===== config.mk =====
export PLATFORM = sky130hd
export DESIGN_NAME = kbd_fifo_ctrl_flat
export DESIGN_NICKNAME = d
export VERILOG_FILES = /design/src/rtl/kbd_pkg.sv /design/src/rtl/kbd_fifo_ctrl_if.sv /design/src/rtl/kbd_fifo_mem.sv /design/src/rtl/kbd_fifo_ctrl.sv /design/src/flat_wrapper.sv
export SDC_FILE = /design/constraint.sdc
export NUM_CORES = 1
export LEC_CHECK = 0
export CAP_MARGIN = 20
export CORE_UTILIZATION = 29
export CTS_BUF_LIST = sky130_fd_sc_hd__clkbuf_16
export DETAILED_ROUTE_END_ITERATION = 10
export GPL_ROUTABILITY_DRIVEN = 0
export SKIP_CTS_REPAIR_TIMING = 1
export SYNTH_ARGS = -nofsm -noshare
export SYNTH_HDL_FRONTEND = slang
export SYNTH_SLANG_ARGS = --single-unit

===== constraint.sdc =====
create_clock -name clk -period 4.9 [get_ports clk]
set_input_delay 0.49 -clock clk [delete_from_list [all_inputs] [get_ports clk]]
set_output_delay 0.49 -clock clk [all_outputs]
set_load 0.005 [all_outputs]

===== src/rtl/kbd_pkg.sv =====
// Shared constants for the keyboard character buffer: CPU register
// addresses, STATUS bit positions and the ASCII codes with special meaning.
package kbd_pkg;

  typedef enum logic [1:0] {
    KBD_A_DATA   = 2'd0,
    KBD_A_STATUS = 2'd1,
    KBD_A_COUNT  = 2'd2,
    KBD_A_RSVD   = 2'd3
  } kbd_addr_e;

  localparam int ST_IRQ  = 1;
  localparam int ST_FULL = 2;
  localparam int ST_OVF  = 3;

  localparam logic [7:0] ASCII_BS  = 8'h08;
  localparam logic [7:0] ASCII_NUL = 8'h00;

endpackage


===== src/rtl/kbd_fifo_ctrl_if.sv =====
// Keyboard/CPU side bus of the character buffer. The master drives the
// keyboard strobe and the CPU read strobe; the slave (the controller)
// returns read data and the irq/full flags.
interface kbd_fifo_ctrl_if #(
  parameter int DW = 8
);

  logic          key_valid;
  logic [DW-1:0] key_ascii;
  logic          cpu_rd;
  logic [1:0]    cpu_addr;
  logic [DW-1:0] cpu_rdata;
  logic          irq;
  logic          full;

  modport master (
    output key_valid, key_ascii, cpu_rd, cpu_addr,
    input  cpu_rdata, irq, full
  );

  modport slave (
    input  key_valid, key_ascii, cpu_rd, cpu_addr,
    output cpu_rdata, irq, full
  );

endinterface


===== src/rtl/kbd_fifo_mem.sv =====
// Character storage for the keyboard FIFO: DEPTH x DW register array with
// one synchronous write port and one asynchronous read port. The array has
// no reset; validity of its contents is tracked by the controller's pointers.
module kbd_fifo_mem #(
  parameter int AW = 4,
  parameter int DW = 8
) (
  input  logic          clk,
  input  logic          i_we,
  input  logic [AW-1:0] i_waddr,
  input  logic [DW-1:0] i_wdata,
  input  logic [AW-1:0] i_raddr,
  output logic [DW-1:0] o_rdata
);

  logic [DW-1:0] r_mem [2**AW];

  // Store a character at the write pointer whenever the controller accepts a push
  always_ff @(posedge clk) begin
    if (i_we) begin
      r_mem[i_waddr] <= i_wdata;
    end
  end

  assign o_rdata = r_mem[i_raddr];

endmodule


===== src/rtl/kbd_fifo_ctrl.sv =====
// Keyboard character buffer controller: circular FIFO between the
// scancode-to-ASCII stage and the CPU, with a DATA/STATUS/COUNT register
// window. Optional feature macro: KBD_BACKSPACE_EN (a pushed 0x08 retracts
// the newest unread character instead of being stored).
module kbd_fifo_ctrl
  import kbd_pkg::*;
#(
  parameter int AW = 4,
  parameter int DW = 8
) (
  input  logic            clk,
  input  logic            clr,
  kbd_fifo_ctrl_if.slave  bus
);

  localparam int          DEPTH    = 1 << AW;
  localparam logic [AW:0] LP_DEPTH = (AW+1)'(DEPTH);
  localparam logic [AW:0] LP_ONE   = (AW+1)'(1);

  logic [AW-1:0] r_rd_ptr;
  logic [AW-1:0] r_wr_ptr;
  logic [AW:0]   r_count;
  logic          r_ovf;
  logic [DW-1:0] r_rdata;
  logic          r_irq;
  logic          r_full;

  logic          w_pop_req;
  logic          w_status_rd;
  logic          w_not_empty;
  logic          w_full_now;
  logic          w_key_bs;
  logic          w_push_req;
  logic          w_bs_req;
  logic          w_pop;
  logic          w_push;
  logic          w_bs;
  logic          w_ovf_set;
  logic          w_ovf_nxt;
  logic [AW:0]   w_count_nxt;
  logic [AW-1:0] w_wr_ptr_nxt;
  logic [AW-1:0] w_rd_ptr_nxt;
  logic [DW-1:0] w_mem_rdata;
  logic [DW-1:0] w_status;
  logic [DW-1:0] w_rdata_nxt;

  assign w_pop_req   = bus.cpu_rd && (bus.cpu_addr == KBD_A_DATA);
  assign w_status_rd = bus.cpu_rd && (bus.cpu_addr == KBD_A_STATUS);
  assign w_not_empty = (r_count != '0);
  assign w_full_now  = (r_count == LP_DEPTH);

`ifdef KBD_BACKSPACE_EN
  assign w_key_bs = (bus.key_ascii == DW'(ASCII_BS));
`else
  assign w_key_bs = 1'b0;
`endif

  assign w_push_req = bus.key_valid && !w_key_bs;
  assign w_bs_req   = bus.key_valid && w_key_bs;

  // A pop only happens with data present; a full FIFO still accepts a push
  // when a pop frees the slot in the same cycle. A backspace needs an unread
  // character left over after any simultaneous pop, so the pop wins at count 1.
  assign w_pop     = w_pop_req && w_not_empty;
  assign w_push    = w_push_req && (!w_full_now || w_pop);
  assign w_bs      = w_bs_req && (w_pop ? (r_count > LP_ONE) : w_not_empty);
  assign w_ovf_set = w_push_req && w_full_now && !w_pop;

  // Overflow flag: sticky, cleared by a STATUS read, but a new overflow wins
  always_comb begin
    w_ovf_nxt = r_ovf;
    if (w_ovf_set) begin
      w_ovf_nxt = 1'b1;
    end else if (w_status_rd) begin
      w_ovf_nxt = 1'b0;
    end
  end

  // Next pointers and count from the accepted push, pop and backspace
  always_comb begin
    w_count_nxt  = r_count;
    w_wr_ptr_nxt = r_wr_ptr;
    w_rd_ptr_nxt = r_rd_ptr;
    if (w_push) begin
      w_count_nxt  = w_count_nxt + LP_ONE;
      w_wr_ptr_nxt = r_wr_ptr + AW'(1);
    end
    if (w_bs) begin
      w_count_nxt  = w_count_nxt - LP_ONE;
      w_wr_ptr_nxt = r_wr_ptr - AW'(1);
    end
    if (w_pop) begin
      w_count_nxt  = w_count_nxt - LP_ONE;
      w_rd_ptr_nxt = r_rd_ptr + AW'(1);
    end
  end

  // CPU read mux; status shows the flags as they stood before this edge
  always_comb begin
    w_status         = '0;
    w_status[ST_IRQ]  = r_irq;
    w_status[ST_FULL] = r_full;
    w_status[ST_OVF]  = r_ovf;
    w_rdata_nxt      = r_rdata;
    if (bus.cpu_rd) begin
      case (bus.cpu_addr)
        KBD_A_DATA:   w_rdata_nxt = w_pop ? w_mem_rdata : DW'(ASCII_NUL);
        KBD_A_STATUS: w_rdata_nxt = w_status;
        KBD_A_COUNT:  w_rdata_nxt = DW'(r_count);
        default:      w_rdata_nxt = DW'(ASCII_NUL);
      endcase
    end
  end

  // State registers; irq/full are registered from the post-edge count
  always_ff @(posedge clk or posedge clr) begin
    if (clr) begin
      r_rd_ptr <= '0;
      r_wr_ptr <= '0;
      r_count  <= '0;
      r_ovf    <= 1'b0;
      r_rdata  <= '0;
      r_irq    <= 1'b0;
      r_full   <= 1'b0;
    end else begin
      r_rd_ptr <= w_rd_ptr_nxt;
      r_wr_ptr <= w_wr_ptr_nxt;
      r_count  <= w_count_nxt;
      r_ovf    <= w_ovf_nxt;
      r_rdata  <= w_rdata_nxt;
      r_irq    <= (w_count_nxt != '0);
      r_full   <= (w_count_nxt == LP_DEPTH);
    end
  end

  kbd_fifo_mem #(
    .AW (AW),
    .DW (DW)
  ) u_mem (
    .clk     (clk),
    .i_we    (w_push),
    .i_waddr (r_wr_ptr),
    .i_wdata (bus.key_ascii),
    .i_raddr (r_rd_ptr),
    .o_rdata (w_mem_rdata)
  );

  assign bus.cpu_rdata = r_rdata;
  assign bus.irq       = r_irq;
  assign bus.full      = r_full;

endmodule


===== src/flat_wrapper.sv =====
// flat-port wrapper written by rule: the top's interface ports become plain ports
module kbd_fifo_ctrl_flat import kbd_pkg::*;
#(
  parameter int AW = 4,
  parameter int DW = 8
)
  (clk, clr, bus_key_valid, bus_key_ascii, bus_cpu_rd, bus_cpu_addr, bus_cpu_rdata, bus_irq, bus_full);
  kbd_fifo_ctrl_if #(.DW(DW)) bus_i ();
  input  logic clk;
  input  logic clr;
  input wire logic [$bits(bus_i.key_valid)-1:0] bus_key_valid;
  input wire logic [$bits(bus_i.key_ascii)-1:0] bus_key_ascii;
  input wire logic [$bits(bus_i.cpu_rd)-1:0] bus_cpu_rd;
  input wire logic [$bits(bus_i.cpu_addr)-1:0] bus_cpu_addr;
  output wire logic [$bits(bus_i.cpu_rdata)-1:0] bus_cpu_rdata;
  output wire logic [$bits(bus_i.irq)-1:0] bus_irq;
  output wire logic [$bits(bus_i.full)-1:0] bus_full;
  assign bus_i.key_valid = bus_key_valid;
  assign bus_i.key_ascii = bus_key_ascii;
  assign bus_i.cpu_rd = bus_cpu_rd;
  assign bus_i.cpu_addr = bus_cpu_addr;
  assign bus_cpu_rdata = bus_i.cpu_rdata;
  assign bus_irq = bus_i.irq;
  assign bus_full = bus_i.full;
  kbd_fifo_ctrl #(.AW(AW), .DW(DW)) u_core (.clk(clk), .clr(clr), .bus(bus_i));
endmodule

## Word-level counts from Yosys, hierarchy flattened

Memories as Yosys holds them, arrays and structs flattened.
Cells that the tools add are included.

| storage, ports and cells | value |
|---|---|
| memories kept | 1 |
| output and inout bits | 10 |
| register bits | 24 |
| bits in writable memories | 128 |
| word-level logic and storage cells | 37 |
| input port bits | 14 |

| cells by class | value |
|---|---|
| mux-type cells | 8 |
| add/subtract/negate cells | 4 |
| reduce and logical (&&, ||, !) cells | 13 |
| equal/unequal tests | 4 |

Memory list:

| name | depth | bits a word | read ports | clocked after Yosys merged registers in | write ports | line | source |
|---|---|---|---|---|---|---|---|
| u_core.u_mem.r_mem | 16 | 8 | 1 | 0 | 1 | kbd_fifo_mem.sv:16 | `logic [DW-1:0] r_mem [2**AW];` |

Operators by type and width:

| cell | number |
|---|---|
| $pmux 8 s3 | 1 |
| $eq 5x5->1 const B | 2 |
| $mux 5 | 2 |
| $reduce_bool 5->1 | 2 |
| $add 4x1->4 const B | 2 |
| $mux 8 | 1 |
| $logic_and 1x1->1 | 6 |
| $add 5x1->5 const B | 1 |
| $sub 5x1->5 const B | 1 |
| $mux 1 | 4 |
| $eq 2x1->1 const B | 1 |
| $eq 2x2->1 const B | 1 |
| $logic_not 1->1 | 2 |
| $logic_not 2->1 | 1 |
| $reduce_bool 2->1 | 1 |
| $logic_or 1x1->1 | 1 |

## Longest topological paths before layout

Gate-level depths: netlist of the first run.

| depth | value |
|---|---|
| depth in word-level cells | 9 |
| gate-level depth with buffers | 11 |
| mapped depth without buffers | 9 |

## Cells and area by module

A second synthesis of the first run with hierarchy kept.

| unflattened totals | value |
|---|---|
| cells, all modules | 352 |
| area, all modules | 6328.6 µm² |

By module, submodules not included:

| module | times used | sequential area each (µm²) | cells an instance | area an instance (µm²) |
|---|---|---|---|---|
| kbd_fifo_mem | 1 | 3843.7 | 221 | 4987.3 |
| kbd_fifo_ctrl | 1 | 600.6 | 131 | 1341.3 |

## Worst setup path after synthesis of the first run

No wires, ideal clock.

| path | value |
|---|---|
| path kind | reg-to-reg |
| start | reg u_core.r_count[0] |
| end | mem u_core.u_mem.r_mem[3][0], enable pin |
| path buffers | 2 |
| period minus slack after synthesis | 2563 ps |
| required time | 4517 ps |
| cell stages (with the launch flop) | 9 |
| path slack | 2337 ps |
| data arrival time | 2180 ps |
| library setup time | 383 ps |
| cell sequence | dfrtp_1 clkbuf_1 inv_1 ha_1 nor3b_2 a31oi_1 buf_2 nand2_1 nor3_1 |

| on the way | value |
|---|---|
| cells in the longest elaborated chain, start to end | 6 |
| elaborated cells on any way between the ends | 8 |
| those cells by class | eq/ne: 1; mux: 2; reduce/logical: 5 |

Ends and longest elaborated chain:

| element | line | source |
|---|---|---|
| from (decl) | kbd_fifo_ctrl.sv:22 | `logic [AW:0] r_count;` |
| from (signal assigned) | kbd_fifo_ctrl.sv:128 | `r_count <= w_count_nxt;` |
| $eq 5x5->1 / $reduce_bool 5->1 (equally long branches) | kbd_fifo_ctrl.sv:50, kbd_fifo_ctrl.sv:49 |  |
| $logic_not 1->1 / $logic_and 1x1->1 (equally long branches) | kbd_fifo_ctrl.sv:65, kbd_fifo_ctrl.sv:64 |  |
| $logic_or 1x1->1 (*) | kbd_fifo_ctrl.sv:65 | `assign w_push = w_push_req && (!w_full_now \|\| w_pop);` |
| $logic_and 1x1->1 (*) | kbd_fifo_ctrl.sv:65 |  |
| $mux 1 (*) | kbd_fifo_mem.sv:20 | `if (i_we) begin` |
| $mux 1 (implied by the code) (*) | kbd_fifo_mem.sv:21 | `r_mem[i_waddr] <= i_wdata;` |
| to (decl) | kbd_fifo_mem.sv:16 |  |

Mark *: on every way between the ends. The rest lies on a longest branch, timed or not.

## Worst setup path after layout of the first run

| path | value |
|---|---|
| start | in bus_cpu_rd |
| end | mem u_core.u_mem.r_mem[7][6], enable pin |

| on the way | value |
|---|---|
| cells in the longest elaborated chain, start to end | 6 |

Ends and longest elaborated chain:

| element | line | source |
|---|---|---|
| from (decl) | flat_wrapper.sv:13 | `input wire logic [$bits(bus_i.cpu_rd)-1:0] bus_cpu_rd;` |
| $logic_and 1x1->1 | kbd_fifo_ctrl.sv:47 | `assign w_pop_req = bus.cpu_rd && (bus.cpu_addr == KBD_A_DATA);` |
| $logic_and 1x1->1 | kbd_fifo_ctrl.sv:64 | `assign w_pop = w_pop_req && w_not_empty;` |
| $logic_or 1x1->1 | kbd_fifo_ctrl.sv:65 |  |
| $logic_and 1x1->1 | kbd_fifo_ctrl.sv:65 |  |
| $mux 1 | kbd_fifo_mem.sv:20 |  |
| $mux 1 (implied by the code) | kbd_fifo_mem.sv:21 |  |

Every way passes these cells.

==> results.rst, run 1 <==
.. list-table::
   :header-rows: 1

   * - Metric
     - Value
   * - Run status
     - finished, final reports clean
   * - Portion of synthesized cell area occupied by the leading cell type
     - 60.75%
   * - Total congestion overflow after global routing
     - 0
   * - Iteration count of the initial detailed-routing pass
     - 4
   * - Sequential cell area fraction in the yosys report
     - 70.24%
   * - Vias in the first global route
     - 3294
   * - Most instantiated flip-flop cell in the synthesis netlist
     - sky130_fd_sc_hd__edfxtp_1
   * - Cells along the critical path
     - clkdlybuf4s50_1 -> or3b_1 -> a31oi_1 -> buf_4 -> nand2_1 -> nor2_1
   * - Post-placement worst setup slack
     - 1381 ps
   * - Filler cell count in the final layout
     - 1995
   * - Net switching power
     - 1.261 mW
   * - Buffers from clock root to sink, at most
     - 2
   * - Overall Power
     - 4.159 mW
   * - I/O Pins
     - 24
   * - Number of antenna violations at the first check in global routing
     - 0
   * - CTS tree
     - built
   * - Clock net sink count
     - 152
   * - Setup clock skew after layout
     - 15.18 ps
   * - Total via count in the routed design
     - 3197
   * - Crit path arrival time
     - 2930 ps
   * - Internal power summed over all cells
     - 2.898 mW
   * - Average cell area after synthesis
     - 17.87 um2
   * - Total global routing track utilization
     - 12.37%
   * - Net count, final
     - 405
   * - Beginning of the worst register-to-register path
     - u_core.r_rd_ptr[0]$_DFFE_PP0N_
   * - Number of synthesized flops with an enable pin
     - 128
   * - Stage delay of the slowest cell on the critical path
     - 730 ps
   * - Required time at the endpoint of the critical path
     - 4950 ps
   * - Die H
     - 149.7 um
   * - Routed Wire Length
     - 12780 um
   * - Worst-margin pin slew
     - 991.8 ps
   * - Count of non-filler cells in the finished layout
     - 671
   * - Period utilisation layout
     - 58.77%
   * - Detailed Place HPWL
     - 8400 um
   * - Wire length of the first global-routing pass
     - 19550 um
   * - Number of nets in the synthesized netlist
     - 376
   * - Sort of element at the end of the critical path
     - flop
   * - Number of warnings printed during yosys synthesis
     - 0
   * - Final setup fails
     - 0
   * - Cells after DPL
     - 636
   * - Worst setup path class
     - primary input to flop
   * - Worst Slack Setup Final
     - 2020 ps
   * - Total die area
     - 22410 um2
   * - Worst setup SP type
     - primary input
   * - Number of library cell types mapped by synthesis
     - 47
   * - Unrepaired setup endpoints after global routing
     - false
   * - Most frequent standard cell in the layout excluding fill and tap cells
     - sky130_fd_sc_hd__edfxtp_1
   * - Flop-to-flop setup slack
     - 2190 ps
   * - Fin util
     - 35.17%
   * - Final standard cell area without fillers
     - 7462 um2
   * - Placement Rows
     - 53
   * - Final hold slack
     - 417.1 ps
   * - Tmin final
     - 2880 ps
   * - Net switching share of the total power
     - 30.33%
   * - Antenna diodes
     - 0
   * - Max rail drop VDD
     - 223.9 uV
   * - Drc violations
     - 0
   * - Final total negative setup slack
     - 0 ps
   * - Power share of the sequential group
     - 44.6%
   * - Later-pin clock latency in the skew report
     - 420 ps
   * - Commonest cells after routing, fill and taps aside
     - 128 x sky130_fd_sc_hd__edfxtp_1, 33 x sky130_fd_sc_hd__mux4_2, 23 x sky130_fd_sc_hd__clkdlybuf4s50_1, 23 x sky130_fd_sc_hd__dfrtp_1, 21 x sky130_fd_sc_hd__nand2_1
   * - Comb pwr share
     - 24.2%
   * - DIE WIDTH
     - 149.7 um
   * - Number of pins with negative max-slew slack in the final report
     - 0
   * - Flops & latches, synth
     - 152
   * - Endpoint of the lowest-slack register-to-register path
     - u_core.bus.cpu_rdata[4]$_DFFE_PP0P_
   * - Max Fanout on Critical Path
     - 16
   * - Share of layout cells above drive strength 1
     - 21.46%
   * - Maximum level of the CTS H-tree
     - 4
   * - Achievable frequency
     - 347.2 MHz
   * - Total CTS buffers
     - 17
   * - Async SR Flop Fraction
     - 15.79%
   * - Starting density of the core
     - 29.82%
   * - First element of the critical path
     - bus_cpu_rd
   * - Largest net degree at the start of global routing
     - 29
   * - Hold Violations, Final
     - 0
   * - Post-synth top area cell
     - sky130_fd_sc_hd__edfxtp_1
   * - Placeable core region
     - 21220 um2
   * - Detail Route Antenna Nets
     - 0
   * - Areal power density over the cells
     - 557.4 nW/um2
   * - Maximum Capacitance Violations
     - 0
   * - Clock root buffer
     - sky130_fd_sc_hd__clkbuf_16
   * - Hold crit path type
     - primary input to async pin
   * - Quantity of I/O buffers inserted on ports
     - 23
   * - Clock share of power
     - 31.3%
   * - Mapped cell area
     - 6327 um2
   * - Post-synthesis cell count
     - 354
   * - DRC violation total after the first TritonRoute iteration
     - 237
   * - Synth-to-layout area growth
     - 17.94%
   * - Leakage Power
     - 2.481 nW
   * - Routed via count divided by cell count
     - 4.765
   * - CTS clock-pin slew for the worst setup and hold paths
     - 60 ps
   * - FF-to-FF path depth
     - 5
   * - Cells taking the most area after synthesis
     - sky130_fd_sc_hd__edfxtp_1 61%, sky130_fd_sc_hd__mux4_2 12%, sky130_fd_sc_hd__dfrtp_1 9.5%, sky130_fd_sc_hd__mux2i_1 2.1%, sky130_fd_sc_hd__ha_1 1.6%
   * - Cell with the largest stage delay on the worst path
     - sky130_fd_sc_hd__clkdlybuf4s50_1
   * - Max-slew headroom at the worst pin
     - 33.88%
   * - Placed cell areas
     - 6833 um2
   * - Routed wire length per instance
     - 19.04 um
worst max-delay path, delay by kind of cell:
family | cells | cell delay [ps]
AOI/OAI and AO/OA | 1 | 200
buffers and inverters | 2 | 950
and+or+nand+nor | 3 | 1280
cell usage after synthesis (all sizes together), types with 7 or more instances:
| master | n |
|---|---|
| edfxtp | 128 |
| mux4 | 33 |
| dfrtp | 24 |
| nand2 | 22 |
| buf | 14 |
| nor2 | 14 |
| mux2i | 13 |
| xnor2 | 10 |
| ha | 8 |
| clkbuf | 7 |
| inv | 7 |
| o21ai | 7 |
registers in the layout, summed over array words and instances (netlist names):
register and flops:
u_core.r_count 5, u_core.u_mem.r_mem 128, u_core.bus.irq 1, u_core.r_ovf 1, u_core.r_wr_ptr 4, u_core.bus.cpu_rdata 8, u_core.r_rd_ptr 4, u_core.bus.full 1
routing by layer:
layer  part of all wire (%)  global-route usage [%]
met3                    4.8                   3.384
met2                     51                   20.35
met1                     43                   15.56
met5                      0                       0
met4                   0.95                   4.495
power by group through the flow:
stage               combinational (mW)  sequential (mW)  clock (mW)
finish                            1.00             1.85        1.30
global route                      1.09             1.89        1.38
CTS                               1.02             1.86        1.33
detailed placement                1.01             1.88           0
global placement                 0.997             1.88           0
floorplan                        0.885             1.68           0
area by class of cell:
class | count | area [um2] | area share [%]
repair buffers | 31 | 307.8 | 4.125
flip-flops and latches | 152 | 4446 | 59.57
multi-input cells | 174 | 1749 | 23.44
clock buffers | 17 | 425.4 | 5.701
inverters | 7 | 26.28 | 0.3521
clock inverters | 15 | 163.9 | 2.197
well taps | 275 | 344.1 | 4.611
worst max-delay path by stage:
stage	end	slack, ps	cells after the start
finish	u_core.u_mem.r_mem[7][6]$_DFFE_PP_	2020	6
global route	u_core.u_mem.r_mem[7][6]$_DFFE_PP_	1840	6
CTS	u_core.u_mem.r_mem[1][0]$_DFFE_PP_	1800	6
detailed placement	u_core.u_mem.r_mem[1][6]$_DFFE_PP_	1380	6
global placement	u_core.u_mem.r_mem[1][6]$_DFFE_PP_	1480	6
floorplan	u_core.u_mem.r_mem[3][0]$_DFFE_PP_	2340	8
kinds of logic (layout without fill, tap and decap cells):
kind of cell             count (synthesis)  in the layout  synth area share [%]
XOR/XNOR                                15             15                 2.076
buffers and inverters                   28             70                 2.116
AND/OR/NAND/NOR                         69             69                 5.755
multiplexers                            51             51                 14.69
flip-flops                             152            152                 70.24
AO/OA/AOI/OAI                           31             31                 3.540
adder cells (fa/ha/maj)                  8              8                 1.582
Note: power is estimated with default switching activity, not from simulation.
==> run 2: changes to the inputs <==
==> constraint.sdc (replaced) <==
create_clock -name clk -period 2.6 [get_ports clk]
set_input_delay 0.26 -clock clk [delete_from_list [all_inputs] [get_ports clk]]
set_output_delay 0.26 -clock clk [all_outputs]
set_load 0.005 [all_outputs]
==> results.rst, run 2 (same netlist as run 1, synthesis figures left out) <==
.. list-table::
   :header-rows: 1

   * - Metric
     - Value
   * - Run status
     - finished, final reports clean
   * - DRC violation total after the first TritonRoute iteration
     - 194
   * - Placeable core region
     - 21220 um2
   * - Largest net degree at the start of global routing
     - 25
   * - I/O Pins
     - 24
   * - Filler cell count in the final layout
     - 2001
   * - Worst path top cell family by delay
     - simple AND/OR/NAND/NOR gates
   * - Final total negative setup slack
     - 0 ps
   * - Sort of element at the end of the critical path
     - flop
   * - Maximum level of the CTS H-tree
     - 4
   * - Buffers from clock root to sink, at most
     - 2
   * - Placement Rows
     - 53
   * - Period utilisation layout
     - 90.89%
   * - Starting density of the core
     - 29.82%
   * - Detail Route Antenna Nets
     - 0
   * - Later-pin clock latency in the skew report
     - 420 ps
   * - Hold Violations, Final
     - 0
   * - Placed cell areas
     - 7111 um2
   * - Total die area
     - 22410 um2
   * - Critical Path Stages
     - 10
   * - Routed wire length per instance
     - 17.52 um
   * - Final hold slack
     - 200.2 ps
   * - Max Fanout on Critical Path
     - 6
   * - Total via count in the routed design
     - 3281
   * - Iteration count of the initial detailed-routing pass
     - 4
   * - Max-slew headroom at the worst pin
     - 56.55%
   * - Flop-to-flop setup slack
     - 240 ps
   * - Clock root buffer
     - sky130_fd_sc_hd__clkbuf_16
   * - Achievable frequency
     - 423.2 MHz
   * - Drc violations
     - 0
   * - Total congestion overflow after global routing
     - 0
   * - Clock net sink count
     - 152
   * - Net count, final
     - 439
   * - Stage delay of the slowest cell on the critical path
     - 380 ps
   * - Overall Power
     - 7.901 mW
   * - Cells after DPL
     - 673
   * - Register bank with the most flops
     - u_core.u_mem.r_mem
   * - Worst setup SP type
     - flop
   * - Crit path arrival time
     - 2720 ps
   * - Worst setup path class
     - flop to flop
   * - Share of layout cells above drive strength 1
     - 26.11%
   * - Number of antenna violations at the first check in global routing
     - 0
   * - FF-to-FF path depth
     - 10
   * - Count of non-filler cells in the finished layout
     - 704
   * - Required time at the endpoint of the critical path
     - 2960 ps
   * - Final setup fails
     - 0
   * - Die H
     - 149.7 um
   * - CTS tree
     - built
   * - Critical path buffer and inverter count
     - 2
   * - Setup clock skew after layout
     - 8.084 ps
   * - Final standard cell area without fillers
     - 7679 um2
   * - Beginning of the worst register-to-register path
     - u_core.r_count[1]$_DFF_PP0_
   * - Unrepaired setup endpoints after global routing
     - false
   * - Hold crit path type
     - primary input to async pin
   * - Flip-flop count of the largest register, all copies and words added
     - 128
   * - Endpoint of the lowest-slack register-to-register path
     - u_core.bus.full$_DFF_PP0_
   * - Routed via count divided by cell count
     - 4.661
   * - Cell with the largest stage delay on the worst path
     - sky130_fd_sc_hd__dfrtp_1
   * - Max rail drop VDD
     - 466.9 uV
   * - Leakage Power
     - 2.647 nW
   * - Total global routing track utilization
     - 12.19%
   * - Fin util
     - 36.19%
   * - Detailed Place HPWL
     - 8558 um
   * - Tmin final
     - 2363 ps
   * - DIE WIDTH
     - 149.7 um
   * - Vias in the first global route
     - 3545
   * - Worst-margin pin slew
     - 651.8 ps
   * - CTS clock-pin slew for the worst setup and hold paths
     - 60 ps
   * - Cells along the critical path
     - inv_1 -> ha_1 -> nor3b_2 -> a31oi_1 -> buf_4 -> xnor2_1 -> ha_1 -> xnor2_1 -> o2bb2ai_1 -> and4_1
   * - Most frequent standard cell in the layout excluding fill and tap cells
     - sky130_fd_sc_hd__edfxtp_1
   * - Post-placement worst setup slack
     - -24.83 ps
   * - Commonest cells after routing, fill and taps aside
     - 128 x sky130_fd_sc_hd__edfxtp_1, 42 x sky130_fd_sc_hd__buf_4, 33 x sky130_fd_sc_hd__mux4_2
   * - Antenna diodes
     - 0
   * - Worst Slack Setup Final
     - 236.8 ps
   * - Routed Wire Length
     - 12330 um
   * - Wire length of the first global-routing pass
     - 19830 um
   * - Number of pins with negative max-slew slack in the final report
     - 0
   * - Quantity of I/O buffers inserted on ports
     - 23
   * - Areal power density over the cells
     - 1029 nW/um2
   * - Total CTS buffers
     - 17
   * - Maximum Capacitance Violations
     - 0
   * - Synth-to-layout area growth
     - 21.36%
## run 2: cell count changes in the layout (fill, tap and decap cells not counted), moves of 2 or more
| cell | previous run | this run |
|---|---|---|
| sky130_fd_sc_hd__buf_4 | 5 | 42 |
| sky130_fd_sc_hd__inv_6 | 5 | 0 |
| sky130_fd_sc_hd__clkinv_1 | 0 | 4 |
| sky130_fd_sc_hd__inv_1 | 8 | 10 |
| sky130_fd_sc_hd__inv_8 | 2 | 0 |
## run 2: how the worst max path moves through the flow
stage	start	endpoint	slack (ps)
finish	u_core.r_count[1]$_DFF_PP0_	u_core.bus.full$_DFF_PP0_	240
global route	u_core.r_count[1]$_DFF_PP0_	u_core.bus.full$_DFF_PP0_	20
CTS	u_core.r_count[1]$_DFF_PP0_	u_core.bus.full$_DFF_PP0_	250
detailed placement	bus_cpu_rd	u_core.bus.full$_DFF_PP0_	-20
global placement	bus_cpu_rd	u_core.bus.full$_DFF_PP0_	70
floorplan	u_core.r_count[0]$_DFF_PP0_	u_core.u_mem.r_mem[3][0]$_DFFE_PP_	40
## run 2: where the power goes
group,internal [mW],switching [mW],leakage (nW)
sequential,3.00,0.349,1.45
clock,1.47,0.908,0.286
combinational,1.16,1.01,0.912
total,5.63,2.27,2.65
## run 2: layer usage
metal  vias up  GRT usage [%]  routed length, um
met4         0          4.899                204
met3        17          3.506                501
li1       1518              -                  -
met5         -              0                  0
met1      1682          15.68               5535
met2        64          19.31               6090
## run 2: layout make-up
type                            instances  area, um2  share of cell area, %
Clock inverter                         14      142.6                  1.858
Sequential cell                       152       4446                  57.89
Tap cell                              275      344.1                  4.481
Inverter                                7      26.28                 0.3422
Clock buffer                           17      425.4                  5.540
Timing Repair Buffer                   65      545.5                  7.104
Multi-Input combinational cell        174       1749                  22.78
## run 2: worst min-delay path, stage by stage
cell and delay, ps:
sky130_fd_sc_hd__clkdlybuf4s50_1 400, sky130_fd_sc_hd__inv_1 50, sky130_fd_sc_hd__buf_4 300
